==> src/rtl/bit_serial_adder.sv <==
// Multi-cycle adder/subtractor: one BITS_PER_CYCLE-wide adder slice plus a carry
// flop processes the operands LSB-first over WIDTH/BITS_PER_CYCLE cycles.
module bit_serial_adder #(
   parameter int unsigned WIDTH          = 16,
   parameter int unsigned BITS_PER_CYCLE = 1
) (
   input  logic             clk,
   input  logic             reset,
   input  logic             start,
   input  logic [WIDTH-1:0] a,
   input  logic [WIDTH-1:0] b,
   input  logic             carry_in,
   input  logic             sub,
   output logic             ready,
   output logic             done,
   output logic [WIDTH-1:0] out,
   output logic             carry_out,
   output logic             overflow
);

   localparam int unsigned BPC = BITS_PER_CYCLE;
   localparam int unsigned N   = WIDTH / BPC;
   localparam int unsigned CW  = (N > 1) ? $clog2(N) : 1;
   localparam int unsigned SW  = BPC + 1;

   generate
      if (WIDTH < 1 || BPC < 1 || (WIDTH % BPC) != 0) begin : g_param_check
         $error("bit_serial_adder: BITS_PER_CYCLE must divide WIDTH exactly");
      end
   endgenerate

   typedef enum logic [1:0] {IDLE, RUN, DONE} state_t;

   state_t           state;
   state_t           state_next;
   logic             accept;
   logic             last;
   logic [WIDTH-1:0] a_sr;
   logic [WIDTH-1:0] b_sr;
   logic [WIDTH-1:0] acc;
   logic [WIDTH-1:0] acc_next;
   logic             carry;
   logic [CW-1:0]    cnt;
   logic [SW-1:0]    sum;
   logic             msb_cin;

   // Next-state decode; accept covers both IDLE and back-to-back DONE starts
   always_comb begin
      state_next = state;
      accept     = 1'b0;
      last       = 1'b0;
      case (state)
         IDLE: begin
            if (start) begin
               accept     = 1'b1;
               state_next = RUN;
            end
         end
         RUN: begin
            if (cnt == CW'(N - 1)) begin
               last       = 1'b1;
               state_next = DONE;
            end
         end
         DONE: begin
            if (start) begin
               accept     = 1'b1;
               state_next = RUN;
            end else begin
               state_next = IDLE;
            end
         end
         default: state_next = IDLE;
      endcase
   end

   // Chunk adder; the carry into the MSB is recovered as a^b^sum of that bit
   always_comb begin
      sum      = SW'(a_sr[BPC-1:0]) + SW'(b_sr[BPC-1:0]) + SW'(carry);
      acc_next = WIDTH'({sum[BPC-1:0], acc} >> BPC);
      msb_cin  = a_sr[BPC-1] ^ b_sr[BPC-1] ^ sum[BPC-1];
   end

   always_ff @(posedge clk) begin
      if (reset) begin
         state <= IDLE;
         ready <= 1'b1;
         done  <= 1'b0;
      end else begin
         state <= state_next;
         ready <= (state_next != RUN);
         done  <= (state_next == DONE);
      end
   end

   always_ff @(posedge clk) begin
      if (reset) begin
         a_sr      <= '0;
         b_sr      <= '0;
         acc       <= '0;
         carry     <= 1'b0;
         cnt       <= '0;
         out       <= '0;
         carry_out <= 1'b0;
         overflow  <= 1'b0;
      end else if (accept) begin
         a_sr  <= a;
         b_sr  <= b ^ {WIDTH{sub}};
         carry <= carry_in ^ sub;
         cnt   <= '0;
      end else if (state == RUN) begin
         a_sr  <= a_sr >> BPC;
         b_sr  <= b_sr >> BPC;
         acc   <= acc_next;
         carry <= sum[BPC];
         cnt   <= cnt + CW'(1);
         if (last) begin
            out       <= acc_next;
            carry_out <= sum[BPC];
            overflow  <= msb_cin ^ sum[BPC];
         end
      end
   end

endmodule

==> config.mk <==
export PLATFORM = sky130hd
export DESIGN_NAME = bit_serial_adder
export DESIGN_NICKNAME = d
export VERILOG_FILES = /design/src/rtl/bit_serial_adder.sv
export SDC_FILE = /design/constraint.sdc
export NUM_CORES = 1
export LEC_CHECK = 0
export CAP_MARGIN = 40
export CORE_MARGIN = 5
export CORE_UTILIZATION = 25
export CTS_CLUSTER_DIAMETER = 50
export DETAILED_ROUTE_END_ITERATION = 10
export GPL_ROUTABILITY_DRIVEN = 0
export MAX_ROUTING_LAYER = met4
export PLACE_DENSITY = 0.56
export SKIP_CTS_REPAIR_TIMING = 1
export SLEW_MARGIN = 20
export SYNTH_ARGS = -nofsm -noshare
export SYNTH_HDL_FRONTEND = slang
export SYNTH_SLANG_ARGS = --single-unit
==> constraint.sdc <==
create_clock -name clk -period 1.6 [get_ports clk]
set_clock_uncertainty 0.05 [all_clocks]
set_input_delay 0.32 -clock clk [delete_from_list [all_inputs] [get_ports clk]]
set_output_delay 0.32 -clock clk [all_outputs]
set_load 0.005 [all_outputs]
# == Word level (Yosys, flattened, before mapping) ==
# Cells that the tools add are included.
# totals
out_inout_bits,20
regBits,75
# op_classes
bitwise_logic,6
eq_ne,5
n_addsub,3
muxes,14
n_reduce_logical,6
# ops
operator,n
$mux 16,4
$xor 16x16->16,1
$mux 1,7
$pmux 2 s3,1
$add 4x1->4 const B,1
$eq 2x2->1 const B,2
$eq 4x4->1 const B,1
$mux 2,2
$reduce_or 2->1,2
$xor 1x1->1,4
$reduce_and 3->1,1
$add 1x1->2,1
$add 2x1->2,1
$eq 2x1->1 const B,1
$logic_not 2->1,1
$ne 2x1->1 const B,1
$reduce_and 2->1,1
$reduce_bool 2->1,1
$not 1->1,1

# == Logic depth before layout (Yosys ltp) ==
# depth
word_depth,5
mapped_depth,5
ltp_nobuf,4

# == Worst setup path after synthesis ==
# No wires, ideal clock.
# synth_timing
path_kind,reg-to-reg
start,register a_sr[0]
end,register overflow
stages_incl_launch_ff,5
arrival_ns,1.354
period_less_slack_ns,1.495
setup_ns,0.091
path_slack_ns,0.105
required_time_ns,1.459
path_buffers,0
cell_sequence,dfxtp_1 > fa_1 > xnor2_1 > xnor2_1 > a311oi_1
# synth_between
elab_chain_cells,4
elab_cells_between_ends,5
# synth_lines
element,line,rtl
"start, declared",38,logic [WIDTH-1:0] a_sr;
"start signal, assigned",112,a_sr <= a_sr >> BPC;
$add 1x1->2,79,sum = SW'(a_sr[BPC-1:0]) + SW'(b_sr[BPC-1:0]) + SW'(carry);
$add 2x1->2,79,
named net sum[0],44,logic [SW-1:0] sum;
$xor 1x1->1,81,msb_cin = a_sr[BPC-1] ^ b_sr[BPC-1] ^ sum[BPC-1];
$xor 1x1->1,120,overflow <= msb_cin ^ sum[BPC];
"end signal, assigned",120,
"end, declared",18,output logic overflow
# The timed path passes the listed nets, and every way through them passes these cells.
# A chain may end at the register's enable or synchronous reset.

# == Worst setup path in the final report ==
# layout_timing
start,register overflow
end,output overflow
# No word-level cell between the ends.

==> qor.csv <==
stage;metric;value;unit
power_and_ir_drop;VDD IR max;0.000382;V
detailed_routing;drt first-iter violations;196;
floorplanning;Die H;122;um
detailed_routing;vias per cell;4.54;
detailed_routing;Pre-Repair DR Iteration Count;4;
sta;Final Max Tran Viols;0;
synthesis;synth unique cells;29;
placed_design;port buffer count;56;
synthesis;top post-synthesis cells by area;dfxtp_1 47%, a21oi_1 8.3%, nand2_1 7.2%;
power_and_ir_drop;leakage;0.00145;uW
floorplanning;Die X-Extent;122;um
synthesis;number of flops mapped to enable cells by yosys;0;
detailed_routing;WL final;7.58;mm
synthesis;synth warn;0;
sta;slew at the pin closest to its max-slew limit;0.453;ns
synthesis;syn nets;404;
setup_path;startpoint types;flip-flop;
global_route;global-route wire length before repair;12.6;mm
placed_design;dpl cells;581;
synthesis;asr flop ratio synth;0;%
final_layout;Layout area overhead;36.4;%
detailed_routing;post-route ant nets;0;
synthesis;share of the yosys chip area belonging to registers;47.3;%
clock_tree;worst skew pair latency;0.33;ns
floorplanning;Std-Cell Rows;41;
sta;RSZ-0062 raised after global routing;yes;
placed_design;Final HPWL DP;5.18;mm
setup_path;critical path's top delay family;buffers and inverters;
clock_tree;Root Buffer;clkbuf_16;
sta;Fin. Hold Viols;0;
setup_path;CP Capture Type;output pin;
clock_tree;CTS tree;built;
synthesis;Synth top area share;47.3;%
setup_path;CP required;1.23;ns
global_route;initial antenna violation count;0;
sta;fmax;0.634;GHz
global_route;gr usage total;10.8;%
sta;Final period util;98.5;%
synthesis;register bit count reported by yosys;74;
clock_tree;clock buffer count from CTS;9;
sta;post-route minimum period;1.58;ns
setup_path;CP Class;flip-flop to output pin;
final_layout;nets@finish;459;
floorplanning;die area;0.0149;mm2
synthesis;Synth area leader;dfxtp_1;
final_layout;ratio of cells with drive above 1 in the final layout;12.7;%
setup_path;crit-path max FO;2;
global_route;total grt overflow;0;
flow_run;max cap viols;0;
floorplanning;# IOs;57;
final_layout;# diodes;0;
setup_path;arrival time worst endpoint;1.21;ns
power_and_ir_drop;pwr/cell area;1050;mW/mm2
final_layout;Layout Cells excl Fill;596;
clock_tree;CTS H-Tree Depth;3;
outcome;status;complete, no violations;
final_layout;Layout Utilization;34.3;%
worst_hold_path;hold crit path type;input pin to flip-flop;
sta;Setup TNS;0;ns
clock_tree;clk slew on worst S/H paths;0.06;ns
synthesis;synthesized cell area;0.00313;mm2
global_route;largest net degree at the start of global routing;38;
setup_path;CP max-delay cell;clkdlybuf4s50_1;
synthesis;Post-Syn Area per Cell;8.59;um2
sta;normalized max-slew margin;69.8;%
synthesis;Synth Instances;365;
sta;final setup fails;0;
setup_path;WP buf/inv;1;
sta;Hold Slack;0.383;ns
global_route;vias in the first global route;2600;
detailed_routing;Vias;2707;
clock_tree;CTS max path bufs;2;
floorplanning;floorplan core area;0.0125;mm2
setup_path;Cell Chain, Critical Path;clkdlybuf4s50_1;
synthesis;ys flop type;dfxtp_1;
detailed_routing;DR DRC count;0;
floorplanning;Initial Util;25.1;%
setup_path;Max stage delay on crit path;0.52;ns
detailed_routing;DR WL/cell;12.7;um
clock_tree;CTS Sinks;74;
[area by class of cell]
cell class | instances | area, um2
clock inverter | 5 | 55.1
tap | 172 | 215
sequential | 74 | 1480
fill | 1297 | 8190
multi-input combinational | 256 | 1490
clock buffer | 10 | 239
timing repair buffer | 79 | 793
[logic make-up after synthesis]
family | after synthesis | synth area share (%)
flops | 74 | 47.3
simple gates | 127 | 17.8
mux | 2 | 0.639
buf+inv | 35 | 6.07
xor+xnor | 22 | 6.15
fa+ha+maj | 2 | 1.04
compound gates | 103 | 21.1
[worst reg2reg max path: stages, from the launching register on]
cell,delay [ns]
dfxtp_2,0.33
fa_2,0.62
xnor2_2,0.12
xnor2_1,0.09
a311oi_1,0.20
[flip-flops by register name (all words and copies together) (netlist names)]
name and count:
a_sr 16, acc 15, b_sr 16, carry 1, carry_out 1, cnt 4, done 1, out 16
overflow 1, ready 1, state 2
[synthesized netlist by cell type (2+ instances only)]
master     n
dfxtp_1   74
nor3_1     6
o21ai_0   17
nor2b_1    2
nand2b_1   2
a22oi_1   17
xor2_1    17
a311oi_2   7
nand2_1   60
clkbuf_1  10
xnor2_1    5
buf_2     14
nand3_1   37
buf_4      9
a21oi_1   52
a311oi_1   8
nor2_1    15
mux2i_1    2
[metal layers]
| layer | global-route usage, % | vias up | part of all wire, % |
|---|---|---|---|
| li1 | - | 1383 | - |
| met1 | 13.6 | 1264 | 49 |
| met2 | 17.0 | 51 | 46 |
| met3 | 3.39 | 9 | 4.3 |
| met4 | 2.52 | 0 | 0.82 |
| met5 | - | - | 0 |
[final timing paths]
kind / depth (start not counted) / start / slack [ns] / end
hold reg to reg: 2 / acc[1] / 0.41 / acc[1]
hold / removal: 2 / reset / 0.38 / out[5]
setup / recovery: 1 / overflow / 0.02 / overflow
setup reg to reg: 4 / carry / 0.10 / overflow
[metrics by stage]
step           power [uW]  worst slack (ns)  cell area (um2)
4_1_cts              4530            0.0175             4260
5_1_grt              4690           -0.0115             4270
2_1_floorplan        2330             0.105             3130
3_3_place_gp         2530            0.0264             3970
6_report             4500            0.0238             4270
3_5_place_dp         2540           0.00410             3970
[power by group]
group	internal (uW)	total [uW]	switching (uW)
logic	268	538	269
clock network	1230	1990	756
registers	1920	1970	45.9
[cells in the final DEF, fill, tap and decap left out, types with 2 or more instances in the layout]
| master | n |
|---|---|
| dfxtp_1 | 73 |
| nand2_1 | 60 |
| clkdlybuf4s50_1 | 54 |
| a21oi_1 | 52 |
| nand3_1 | 37 |
| buf_4 | 18 |
| xor2_1 | 17 |
| a22oi_1 | 17 |
| o21ai_0 | 17 |
| nor2_1 | 15 |
| clkbuf_16 | 9 |
| a311oi_1 | 8 |
| a311oi_2 | 7 |
| nor3_1 | 6 |
| buf_12 | 5 |
| xnor2_1 | 4 |
| nand2b_2 | 2 |
| mux2i_1 | 2 |
| clkinvlp_4 | 2 |
| clkinv_2 | 2 |
Note: power is estimated with default switching activity, not from simulation.
